==> src/rtl/cpu_pkg.sv <==
// rtl/cpu_pkg.sv - shared widths and writeback state type
package cpu_pkg;

    localparam int DATA_W     = 16;
    localparam int REG_ADDR_W = 4;
    localparam int TMR_W      = 8;

    typedef enum logic [1:0] {
        WB_IDLE      = 2'd0,
        WB_WAIT_LOAD = 2'd1,
        WB_WRITE     = 2'd2
    } wb_state_t;

endpackage

==> src/rtl/wb_load_timer.sv <==
// rtl/wb_load_timer.sv - wait-cycle counter for outstanding loads
module wb_load_timer
    import cpu_pkg::*;
#(
    parameter int LOAD_TIMEOUT = 15
) (
    input  logic clk,
    input  logic reset,
    input  logic clear,
    input  logic enable,
    output logic expired
);

    localparam logic [TMR_W-1:0] LAST_CNT = TMR_W'(LOAD_TIMEOUT - 1);

    logic [TMR_W-1:0] count;

    // Count wait cycles; clear restarts the count for a fresh load
    always_ff @(posedge clk or posedge reset) begin
        if (reset) begin
            count <= '0;
        end else if (clear) begin
            count <= '0;
        end else if (enable) begin
            count <= count + 1'b1;
        end
    end

    // Expired in the wait cycle whose increment would reach LOAD_TIMEOUT
    assign expired = enable && (count == LAST_CNT);

endmodule

==> src/rtl/writeback_stage.sv <==
// rtl/writeback_stage.sv - writeback stage with load wait/timeout, optional bypass (WB_BYPASS_EN)
module writeback_stage
    import cpu_pkg::*;
#(
    parameter int LOAD_TIMEOUT = 15
) (
    input  logic                  clk,
    input  logic                  reset,
    input  logic                  m_valid,
    output logic                  m_ready,
    input  logic                  m_reg_write,
    input  logic                  m_is_load,
    input  logic [REG_ADDR_W-1:0] m_dest,
    input  logic [DATA_W-1:0]     m_result,
    input  logic                  dmem_rvalid,
    input  logic [DATA_W-1:0]     dmem_rdata,
    output logic                  write_en,
    output logic [REG_ADDR_W-1:0] destAddW,
    output logic [DATA_W-1:0]     write_data,
    output logic                  load_err,
    input  logic [REG_ADDR_W-1:0] rd_add1,
    input  logic [REG_ADDR_W-1:0] rd_add2,
    output logic                  fwd_hit1,
    output logic                  fwd_hit2,
    output logic [DATA_W-1:0]     fwd_data1,
    output logic [DATA_W-1:0]     fwd_data2
);

    wb_state_t             state;
    wb_state_t             state_next;
    logic                  xfer;
    logic                  ld_xfer;
    logic                  cap_alu;
    logic                  cap_ld_data;
    logic                  ld_err_next;
    logic                  timer_en;
    logic                  timer_expired;
    logic [REG_ADDR_W-1:0] load_dest;

    assign m_ready  = (state != WB_WAIT_LOAD);
    assign xfer     = m_valid && m_ready;
    assign ld_xfer  = xfer && m_reg_write && m_is_load;
    // Kept outside the FSM process so the timer's expired path does not loop back
    assign timer_en = (state == WB_WAIT_LOAD) && !dmem_rvalid;

    wb_load_timer #(
        .LOAD_TIMEOUT(LOAD_TIMEOUT)
    ) u_load_timer (
        .clk    (clk),
        .reset  (reset),
        .clear  (ld_xfer),
        .enable (timer_en),
        .expired(timer_expired)
    );

    // State register
    always_ff @(posedge clk or posedge reset) begin
        if (reset) begin
            state <= WB_IDLE;
        end else begin
            state <= state_next;
        end
    end

    // Next-state and capture decisions; load data beats a same-cycle timeout
    always_comb begin
        state_next  = state;
        cap_alu     = 1'b0;
        cap_ld_data = 1'b0;
        ld_err_next = 1'b0;
        case (state)
            WB_IDLE, WB_WRITE: begin
                if (xfer && m_reg_write) begin
                    if (m_is_load) begin
                        state_next = WB_WAIT_LOAD;
                    end else begin
                        state_next = WB_WRITE;
                        cap_alu    = 1'b1;
                    end
                end else begin
                    state_next = WB_IDLE;
                end
            end
            WB_WAIT_LOAD: begin
                if (dmem_rvalid) begin
                    state_next  = WB_WRITE;
                    cap_ld_data = 1'b1;
                end else if (timer_expired) begin
                    state_next  = WB_IDLE;
                    ld_err_next = 1'b1;
                end
            end
            default: state_next = WB_IDLE;
        endcase
    end

    // Registered write strobe and error pulse; strobe lasts exactly the WRITE cycle
    always_ff @(posedge clk or posedge reset) begin
        if (reset) begin
            write_en <= 1'b0;
            load_err <= 1'b0;
        end else begin
            write_en <= (state_next == WB_WRITE);
            load_err <= ld_err_next;
        end
    end

    // Write address/data; hold last values between writes
    always_ff @(posedge clk or posedge reset) begin
        if (reset) begin
            destAddW   <= '0;
            write_data <= '0;
        end else if (cap_alu) begin
            destAddW   <= m_dest;
            write_data <= m_result;
        end else if (cap_ld_data) begin
            destAddW   <= load_dest;
            write_data <= dmem_rdata;
        end
    end

    // Destination of the outstanding load, parked until its data arrives
    always_ff @(posedge clk or posedge reset) begin
        if (reset) begin
            load_dest <= '0;
        end else if (ld_xfer) begin
            load_dest <= m_dest;
        end
    end

`ifdef WB_BYPASS_EN
    assign fwd_hit1  = write_en && (destAddW == rd_add1);
    assign fwd_hit2  = write_en && (destAddW == rd_add2);
    assign fwd_data1 = write_data;
    assign fwd_data2 = write_data;
`else
    logic unused_rd_add;
    assign unused_rd_add = ^{rd_add1, rd_add2};
    assign fwd_hit1  = 1'b0;
    assign fwd_hit2  = 1'b0;
    assign fwd_data1 = '0;
    assign fwd_data2 = '0;
`endif

endmodule

==> config.mk <==
export PLATFORM = sky130hd
export DESIGN_NAME = writeback_stage
export DESIGN_NICKNAME = d
export VERILOG_FILES = /design/src/rtl/cpu_pkg.sv /design/src/rtl/wb_load_timer.sv /design/src/rtl/writeback_stage.sv
export SDC_FILE = /design/constraint.sdc
export NUM_CORES = 1
export LEC_CHECK = 0
export ABC_AREA = 0
export BUFFER_PORTS_ARGS = -buffer_cell sky130_fd_sc_hd__buf_2
export CORE_UTILIZATION = 47
export DETAILED_ROUTE_END_ITERATION = 8
export MAX_ROUTING_LAYER = met4
export PLACE_DENSITY = 0.84
export SYNTH_ARGS = -nofsm -noshare
export SYNTH_HDL_FRONTEND = slang
export SYNTH_SLANG_ARGS = --single-unit
export TNS_END_PERCENT = 50
==> constraint.sdc <==
create_clock -name clk -period 4.1 [get_ports clk]
set_clock_uncertainty 0.2 [all_clocks]
set_input_delay 0.205 -clock clk [delete_from_list [all_inputs] [get_ports clk]]
set_output_delay 0.205 -clock clk [all_outputs]
set_load 0.005 [all_outputs]
# Yosys cells after proc, flatten, opt, wreduce, memory -nomap -nowiden
# Index checks and enable logic that the tools add are counted.
dict set report op_classes {
  n_addsub 1
  eq_ne 5
  n_mux 19
  n_reduce_logical 10
}
# op n
set op_table {}
lappend op_table {{16-bit 2-to-1 mux} 2}
lappend op_table {{8-bit 2-to-1 mux} 2}
lappend op_table {{8-bit by 1-bit adder with 8-bit output (second input constant)} 1}
lappend op_table {{8-bit by 4-bit == test with 1-bit output (second input constant)} 1}
lappend op_table {{1-bit 2-to-1 mux} 8}
lappend op_table {{2-bit 2-to-1 mux} 4}
lappend op_table {{4-bit 2-to-1 mux} 2}
lappend op_table {{1-bit logical AND} 5}
lappend op_table {{2-bit == test (second input constant)} 2}
lappend op_table {{2-bit case mux with 2 select lines} 1}
lappend op_table {{2-bit nonzero test} 2}
lappend op_table {{2-bit by 1-bit == test with 1-bit output (second input constant)} 1}
lappend op_table {{2-bit zero test} 1}
lappend op_table {{2-bit by 1-bit != test with 1-bit output (second input constant)} 1}
lappend op_table {{2-bit OR reduction} 1}
lappend op_table {{1-bit zero test} 1}
dict set report totals {
  register_bits 36
  out_inout_bits 57
  word_cells 42
}

# Logic depth before layout (Yosys ltp)
# Gate-level depths: netlist (run 1).
dict set report logic_depth {
  ltp_word 7
  mapped_depth 4
  mapped_depth_nobuf 4
}

# By module
# Synthesis (run 1) repeated with hierarchy kept, for this count alone.
dict set report hier_totals {
  hier_cells 212
  hier_area_um2 1945.6
}
# module n_inst cells_per_inst area_each_um2 seq_area_each_um2
set by_module_without_submodules {}
lappend by_module_without_submodules {writeback_stage 1 169 1520.2 700.7}
lappend by_module_without_submodules {wb_load_timer 1 43 425.4 200.2}

# Worst setup path after synthesis (run 1)
# OpenSTA, ideal clock, no wires.
dict set report synth_path {
  kind {register -> register}
  from {register state[0]}
  to {register u_load_timer.count[5]}
  setup_time_ps 79
  arrival_ps 1497
  required_ps 3821
  setup_slack_ps 2324
  stages_incl_launch_ff 5
  path_buffers 1
  period_less_slack_ps 1776
  path_cell_list {dfrtp_1 or3b_1 buf_2 or4_1 a21oi_1}
}
dict set report synth_between {
  elab_chain_len 5
}
# item line
set synth_rtl {}
lappend synth_rtl {{from (decl)} writeback_stage.sv:29} ;# wb_state_t state;
lappend synth_rtl {{from (signal assigned)} writeback_stage.sv:61} ;# state <= state_next;
lappend synth_rtl {{2-bit by 1-bit != test with 1-bit output} writeback_stage.sv:40} ;# assign m_ready = (state != WB_WAIT_LOAD);
lappend synth_rtl {{1-bit logical AND} writeback_stage.sv:41} ;# assign xfer = m_valid && m_ready;
lappend synth_rtl {{1-bit logical AND (2 in series)} writeback_stage.sv:42} ;# assign ld_xfer = xfer && m_reg_write && m_is_load;
lappend synth_rtl {{8-bit 2-to-1 mux / 2-bit nonzero test (equally long branches)} n/a}
lappend synth_rtl {{to (signal assigned)} wb_load_timer.sv:25} ;# count <= count + 1'b1;
lappend synth_rtl {{to (decl)} wb_load_timer.sv:16} ;# logic [TMR_W-1:0] count;
# Several ways; a longest one is shown, not always the timed one.
# A chain may end at the register's enable or synchronous reset.

# Worst setup path after layout (run 1)
dict set report layout_path {
  from {register state[0]}
  to {register write_data[12]}
}
dict set report layout_between {
  elab_chain_len 6
}
# item line
set layout_rtl {}
lappend layout_rtl {{2-bit by 1-bit != test with 1-bit output} writeback_stage.sv:40}
lappend layout_rtl {{1-bit logical AND} writeback_stage.sv:41}
lappend layout_rtl {{1-bit logical AND} writeback_stage.sv:73} ;# if (xfer && m_reg_write) begin
lappend layout_rtl {{1-bit 2-to-1 mux} writeback_stage.sv:73}
lappend layout_rtl {{1-bit 2-to-1 mux} writeback_stage.sv:71} ;# case (state)
lappend layout_rtl {{16-bit 2-to-1 mux / 2-bit nonzero test (equally long branches)} n/a}
lappend layout_rtl {{to (signal assigned)} writeback_stage.sv:115} ;# write_data <= m_result;
lappend layout_rtl {{to (signal assigned)} writeback_stage.sv:118} ;# write_data <= dmem_rdata;
lappend layout_rtl {{to (decl)} writeback_stage.sv:19} ;# output logic [DATA_W-1:0] write_data,
# Several ways; a longest one is shown, not always the timed one.

==> summary.txt, run 1 <==
Status: completed
Vias in the first global route: 1,518
Largest net degree at the start of global routing: 43
CTS H-tree lvls: 2
Post-synthesis cell count: 190
HPWL Detailed: 2540 µm
# diodes: 0
Final ANT Viol Nets: 0
Tmin final: 2.33 ns
TNS Setup: 0 ns
DP Area: 2160 µm²
CP max FO: 18
Most used DFF post-synth: dfrtp_1
Die X: 65.7 µm
Final-layout fill cell count: 302
CP endpoint: write_data[12]
Nets: 329
Synth Warn #: 0
HP Class: in -> reg
Vias per cell: 4.70
Worst R2R Setup Slack: 1.77 ns
Mapped Area: 1910 µm²
DRC: 0
Reg-to-Reg Start: state[0]
I/O Buffers: 64
Worst Setup End Kind: flop
Final Core Density: 65.6%
Area grow syn2layout: 29.9%
Layout Cell Area excl Fill: 2470 µm²
Library cells used by synthesis: 31
Mapped Avg Cell Area: 10.0 µm²
Final worst-path cycle share: 56.8%
WL final: 4120 µm
Setup crit start: state[0]
Crit Path Class: reg -> reg
I/O pin cnt: 107
GR Util All Layers: 21.2%
Post-synthesis sequential area ratio: 47.3%
1st-pass router iterations: 4
Max_cap viols: 0
TritonCTS clock tree: done
Layout cells sized above 1: 28.8%
RSZ-0062 raised after global routing: false
Die ar.: 4310 µm²
Initial core utilization: 50.5%
Slew Viols, Final: 0
Row count: 22
Seq cells post-synth: 36
VDD IR max: 0.277 mV
Initial antenna violation count: 0
TritonCTS Buffers: 5
Die span in y: 65.7 µm
Core region area: 3770 µm²
Initial drt markers: 58
Leak pwr: 1.33 nW
Global-route wire length before repair: 6640 µm
Clock transition at path regs: 0.07 ns
CP arrival: 2.30 ns
Via count: 1,533
Worst Hold Path Cells: 3
Final hold vios: 0
Reg-to-reg endpoint: write_data[12]
Wire per inst: 12.6 µm
Startpoint Class: flop
Final setup violation count: 0
CTS root buf: clkbuf_8
R2R depth: 5
Crit path required time: 4.07 ns
Number of flops mapped to enable cells by yosys: 0
Ys async rst share: 100%
Final Power: 0.960 mW
Setup bufs post-CTS: 0
Overflow after GRT: 0
Power Dens Cells: 388 nW/µm²
Slew HR: 48.2%
Max Fclk: 0.429 GHz
Clock Sinks: 36
Worst-Margin Slew: 0.774 ns
GPL Wtd Cong: 0.778
Worst skew pair latency: 0.28 ns
CTS Buffer Depth: 2
[sequential cells by signal, summed over array words and instances (netlist names)]
signal and cells:
u_load_timer.count 8, write_data 16, state 2, load_dest 4, load_err 1, destAddW 4
write_en 1
[critical path, cell delays in order, from the launching register on]
cell	delay, ns
dfrtp_1	0.45
nand3b_1	0.33
buf_4	0.37
mux2i_1	0.21
o21ai_0	0.08
dlygate4sd3_1	0.57
[worst min path at each step]
stage | slack, ns | start | to
2_1_floorplan | 0.12 | m_dest[0] | destAddW[0]
3_5_place_dp | 0.13 | reset | write_data[10]
4_1_cts | 0.004 | dmem_rdata[13] | write_data[13]
3_3_place_gp | 0.13 | reset | write_data[10]
6_report | 0.01 | dmem_rdata[5] | write_data[5]
5_1_grt | 0.03 | dmem_rdata[5] | write_data[5]
[cell families (layout without fill, tap and decap cells)]
| logic type | after synthesis | after routing | share of synthesized area [%] |
|---|---|---|---|
| AO/OA/AOI/OAI | 32 | 32 | 8.73 |
| XOR/XNOR | 2 | 2 | 0.919 |
| adder cells (fa/ha/maj) | 2 | 2 | 1.31 |
| buffers and inverters | 45 | 100 | 15.6 |
| flip-flops | 36 | 36 | 47.3 |
| multiplexers | 25 | 25 | 13.4 |
| other | 1 | 34 | 0.197 |
| AND/OR/NAND/NOR | 47 | 47 | 12.5 |
[where the power goes]
part	switching (mW)	total (mW)	internal [mW]
logic	0.106	0.227	0.121
clock network	0.122	0.258	0.136
registers	0.0475	0.475	0.427
[layout by cell type, fill, tap and decap left out]
| master | synthesis | routed |
|---|---|---|
| a21oi_1 | 5 | 5 |
| buf_2 | 1 | 64 |
| buf_4 | 34 | 3 |
| clkbuf_1 | 5 | 1 |
| clkbuf_8 | 0 | 6 |
| clkinvlp_4 | 0 | 1 |
| conb_1 | 1 | 34 |
| dfrtp_1 | 36 | 36 |
| dlygate4sd3_1 | 0 | 22 |
| ha_1 | 2 | 2 |
| inv_1 | 3 | 3 |
| mux2_2 | 4 | 4 |
| mux2i_1 | 21 | 21 |
| nand2_1 | 23 | 23 |
| nand2b_1 | 2 | 2 |
| nand3_1 | 4 | 4 |
| nand3b_1 | 1 | 1 |
| nand4_1 | 1 | 1 |
| nand4bb_1 | 1 | 1 |
| nor2_1 | 3 | 3 |
| nor2b_1 | 2 | 2 |
| nor3_1 | 2 | 2 |
| nor4bb_1 | 2 | 1 |
| nor4bb_4 | 0 | 1 |
| o21ai_0 | 24 | 24 |
| o21bai_1 | 1 | 1 |
| o22ai_1 | 1 | 1 |
| o31ai_1 | 1 | 1 |
| or2_2 | 1 | 1 |
| or3_1 | 3 | 3 |
| or3b_1 | 1 | 1 |
| or4_1 | 1 | 1 |
| xnor2_1 | 1 | 1 |
| xor2_1 | 1 | 1 |
[cell usage after synthesis (2+ instances only)]
cell type,number,area [µm²]
a21oi_1,5,25.0
ha_1,2,25.0
buf_1,2,7.51
buf_4,34,255
nor2b_1,2,12.5
nand3_1,4,20.0
mux2_2,4,45.0
inv_1,3,11.3
nor4bb_1,2,20.0
nand2b_1,2,12.5
mux2i_1,21,210
o21ai_0,24,120
dfrtp_1,36,901
nor3_1,2,10.0
or3_1,3,18.8
clkbuf_1,5,18.8
nand2_1,23,86.3
nor2_1,3,11.3
[through the flow]
stage          setup WS (ns)  hold slack [ns]  instances
2_1_floorplan           2.32            0.122        223
3_3_place_gp            2.11            0.133        296
3_5_place_dp            2.14            0.133        296
4_1_cts                 1.79          0.00382        326
5_1_grt                 1.65           0.0341        326
6_report                1.77           0.0147        326
[area by class of cell]
cell class	count	area [µm²]	area share, %
Inverter	3	11.3	0.455
Clock inverter	1	7.51	0.303
Clock buffer	7	86.3	3.49
Tap cell	48	60.1	2.43
Sequential cell	36	901	36.4
Multi-Input combinational cell	142	846	34.2
Timing Repair Buffer	89	563	22.8
[routing by layer]
metal	up-vias	wire length (µm)	global-route usage, %
li1	747	-	-
met1	720	1640	23.5
met2	57	2180	37.1
met3	9	213	4.34
met4	0	89	8.15
met5	-	0	-
[timing repair]
item | CTS | global route
endpoints found under the hold margin | 60 | 0
hold buffers | 22 | 0
gates resized for setup | 0 | 0
(Power assumes the default switching activity.)
==> run 2, diff against run 1 <==
--- a/config.mk
+++ b/config.mk
@@ -7,10 +7,10 @@
 export LEC_CHECK = 0
 export ABC_AREA = 0
 export BUFFER_PORTS_ARGS = -buffer_cell sky130_fd_sc_hd__buf_2
-export CORE_UTILIZATION = 47
+export CORE_UTILIZATION = 44
 export DETAILED_ROUTE_END_ITERATION = 8
 export MAX_ROUTING_LAYER = met4
-export PLACE_DENSITY = 0.84
+export PLACE_DENSITY = 0.8
 export SYNTH_ARGS = -nofsm -noshare
 export SYNTH_HDL_FRONTEND = slang
 export SYNTH_SLANG_ARGS = --single-unit
==> constraint.sdc (replaced) <==
create_clock -name clk -period 2.4 [get_ports clk]
set_clock_uncertainty 0.2 [all_clocks]
set_input_delay 0.12 -clock clk [delete_from_list [all_inputs] [get_ports clk]]
set_output_delay 0.12 -clock clk [all_outputs]
set_load 0.005 [all_outputs]
==> run 2 against run 1 <==
Global-route usage fell by 1.2 points. Register-to-register slack got worse by 1.5 ns. Count of clock-buffer cells in the layout rose by 1. Total power grew 81%. Routed wire length grew 2.7%. Cell count is 6.1% higher. Combinational power up 110%. Sequential share of layout area fell by 2.4 points. Clock power rose by 70%. Critical path depth down 1. Setup slack worse by 1.5 ns. Sequential power is 72% higher. Highest routed layer unchanged.
==> summary.txt, run 2 (synthesized netlist as in run 1, its figures left out) <==
CP max FO: 42 (+24)
Vias per cell: 4.75 (+0.92%)
Overflow after GRT: 0 (unchanged)
Die X: 67.8 µm (+3.3%)
Commonest non-fill, non-tap cell in the layout: buf_2
Max Fclk: 0.460 GHz (+7.1%)
DRC: 0 (unchanged)
WP buf/inv: 2 (unchanged)
Largest net degree at the start of global routing: 43 (unchanged)
Critical-path top delay cell: dlygate4sd3_1
Setup WS pre-CTS: 0.470 ns (-1.67 ns)
WL final: 4230 µm (+2.7%)
Layout cells sized above 1: 27.4% (-1.4 points)
I/O pin cnt: 107 (unchanged)
Worst skew pair latency: 0.28 ns (about the same)
Die ar.: 4600 µm² (+6.6%)
CP arrival: 2.14 ns (-0.16 ns)
TNS Setup: 0 ns (unchanged)
Worst Setup End Kind: flop
Clock transition at path regs: 0.07 ns (about the same)
Row count: 23 (+4.5%)
Power Dens Cells: 656 nW/µm² (+69%)
CTS Buffer Depth: 2 (unchanged)
Setup ws final: 0.224 ns (-1.55 ns)
Crit path required time: 2.37 ns (-1.70 ns)
TritonCTS clock tree: done
Via count: 1,642 (+7.1%)
Initial drt markers: 83 (+43%)
Startpoint Class: flop
Tmin final: 2.18 ns (-0.154 ns)
Most frequent cells in the layout: 64 x buf_2, 38 x dlygate4sd3_1, 36 x dfrtp_1
# diodes: 0 (unchanged)
Die span in y: 67.8 µm (+3.3%)
Initial core utilization: 46.6% (-3.9 points)
CTS root buf: clkbuf_8
PostCTS Resize Cnt: 0 (unchanged)
Clock Sinks: 36 (unchanged)
RSZ-0062 raised after global routing: false
GPL Wtd Cong: 0.826 (+6.2%)
HPWL Detailed: 2600 µm (+2.4%)
Global-route wire length before repair: 6620 µm (-0.30%)
Final Core Density: 64.8% (-0.81 points)
CP delay by family, top: buffers and inverters
Max reg flops: 16 (unchanged)
1st-pass router iterations: 4 (unchanged)
Core region area: 4090 µm² (+8.4%)
Largest register by flop count: write_data
Worst path max stage delay: 0.57 ns (about the same)
Final hold vios: 0 (unchanged)
Final ANT Viol Nets: 0 (unchanged)
TritonCTS Buffers: 5 (unchanged)
Initial antenna violation count: 0 (unchanged)
VDD IR max: 0.450 mV (+63%)
Max_cap viols: 0 (unchanged)
Nets: 347 (+5.5%)
Wire per inst: 12.2 µm (-3.2%)
Crit Path Class: reg -> reg
CTS H-tree lvls: 2 (unchanged)
Leak pwr: 1.42 nW (+6.6%)
Status: completed
Slew Viols, Final: 0 (unchanged)
Area grow syn2layout: 39.0%
CP cell instances: nor4bb_4 > buf_4 > o21ai_0 > dlygate4sd3_1
Vias in the first global route: 1,548 (+2.0%)
Final setup violation count: 0 (unchanged)
I/O Buffers: 64 (unchanged)
GR Util All Layers: 20.0% (-1.2 points)
Final worst-path cycle share: 90.7% (+34 points)
Biggest registers after layout: write_data (16), u_load_timer.count (8)
HP Class: in -> reg
[run 2: what timing repair did]
action	in CTS	in global routing
hold buffers	38	0
endpoints found under the hold margin	61	0
setup buffers	0	0
[run 2: stage by stage]
| stage | power (mW) | std cells | cell area, µm² | hold slack [ns] |
|---|---|---|---|---|
| after floorplan | 1.04 | 223 | 2030 | 0.0368 |
| after global placement | 1.16 | 300 | 2180 | 0.0431 |
| after detailed placement | 1.18 | 300 | 2180 | 0.0531 |
| after CTS | 1.74 | 346 | 2650 | 0.0124 |
| after global routing | 1.85 | 346 | 2650 | 0.0172 |
| final | 1.74 | 346 | 2650 | 0.0236 |
[run 2: metal layers]
metal / vias up / part of all wire, % / GRT usage, %
li1: 786 / - / -
met1: 791 / 39 / 20.2
met2: 60 / 55 / 37.5
met3: 5 / 5.0 / 4.67
met4: 0 / 0.83 / 6.51
met5: - / 0 / -
[run 2: layout make-up]
type	instances	area [µm²]
fill	349	1440
timing repair buffer	107	738
clock buffer	8	90.1
sequential	36	901
multi-input combinational	142	846
tap	50	62.6
inverter	3	11.3
[run 2: path summary, 6_finish.rpt]
| check | start | end | slack, ns | cells past startpoint |
|---|---|---|---|---|
| min in group asynchronous | reset | write_data[5] | 0.28 | 4 |
| hold reg to reg | load_dest[2] | load_dest[2] | 0.31 | 1 |
| hold / removal | m_valid | state[0] | 0.02 | 3 |
| setup reg to reg | state[0] | write_data[14] | 0.22 | 4 |
| max in group asynchronous | reset | u_load_timer.count[3] | 1.40 | 4 |
| setup / recovery | state[0] | write_data[14] | 0.22 | 4 |
[run 2: power by group]
part	total [mW]	switching (mW)	internal (mW)
clock	0.438	0.204	0.234
combinational	0.482	0.194	0.289
sequential	0.817	0.0878	0.730
total	1.74	0.485	1.25
[run 2: worst register-to-register path: cells and delay by family, from the launching register on]
family	cells	cell delay [ns]
buf+inv	2	0.94
flops	1	0.46
simple gates	1	0.28
compound gates	1	0.19
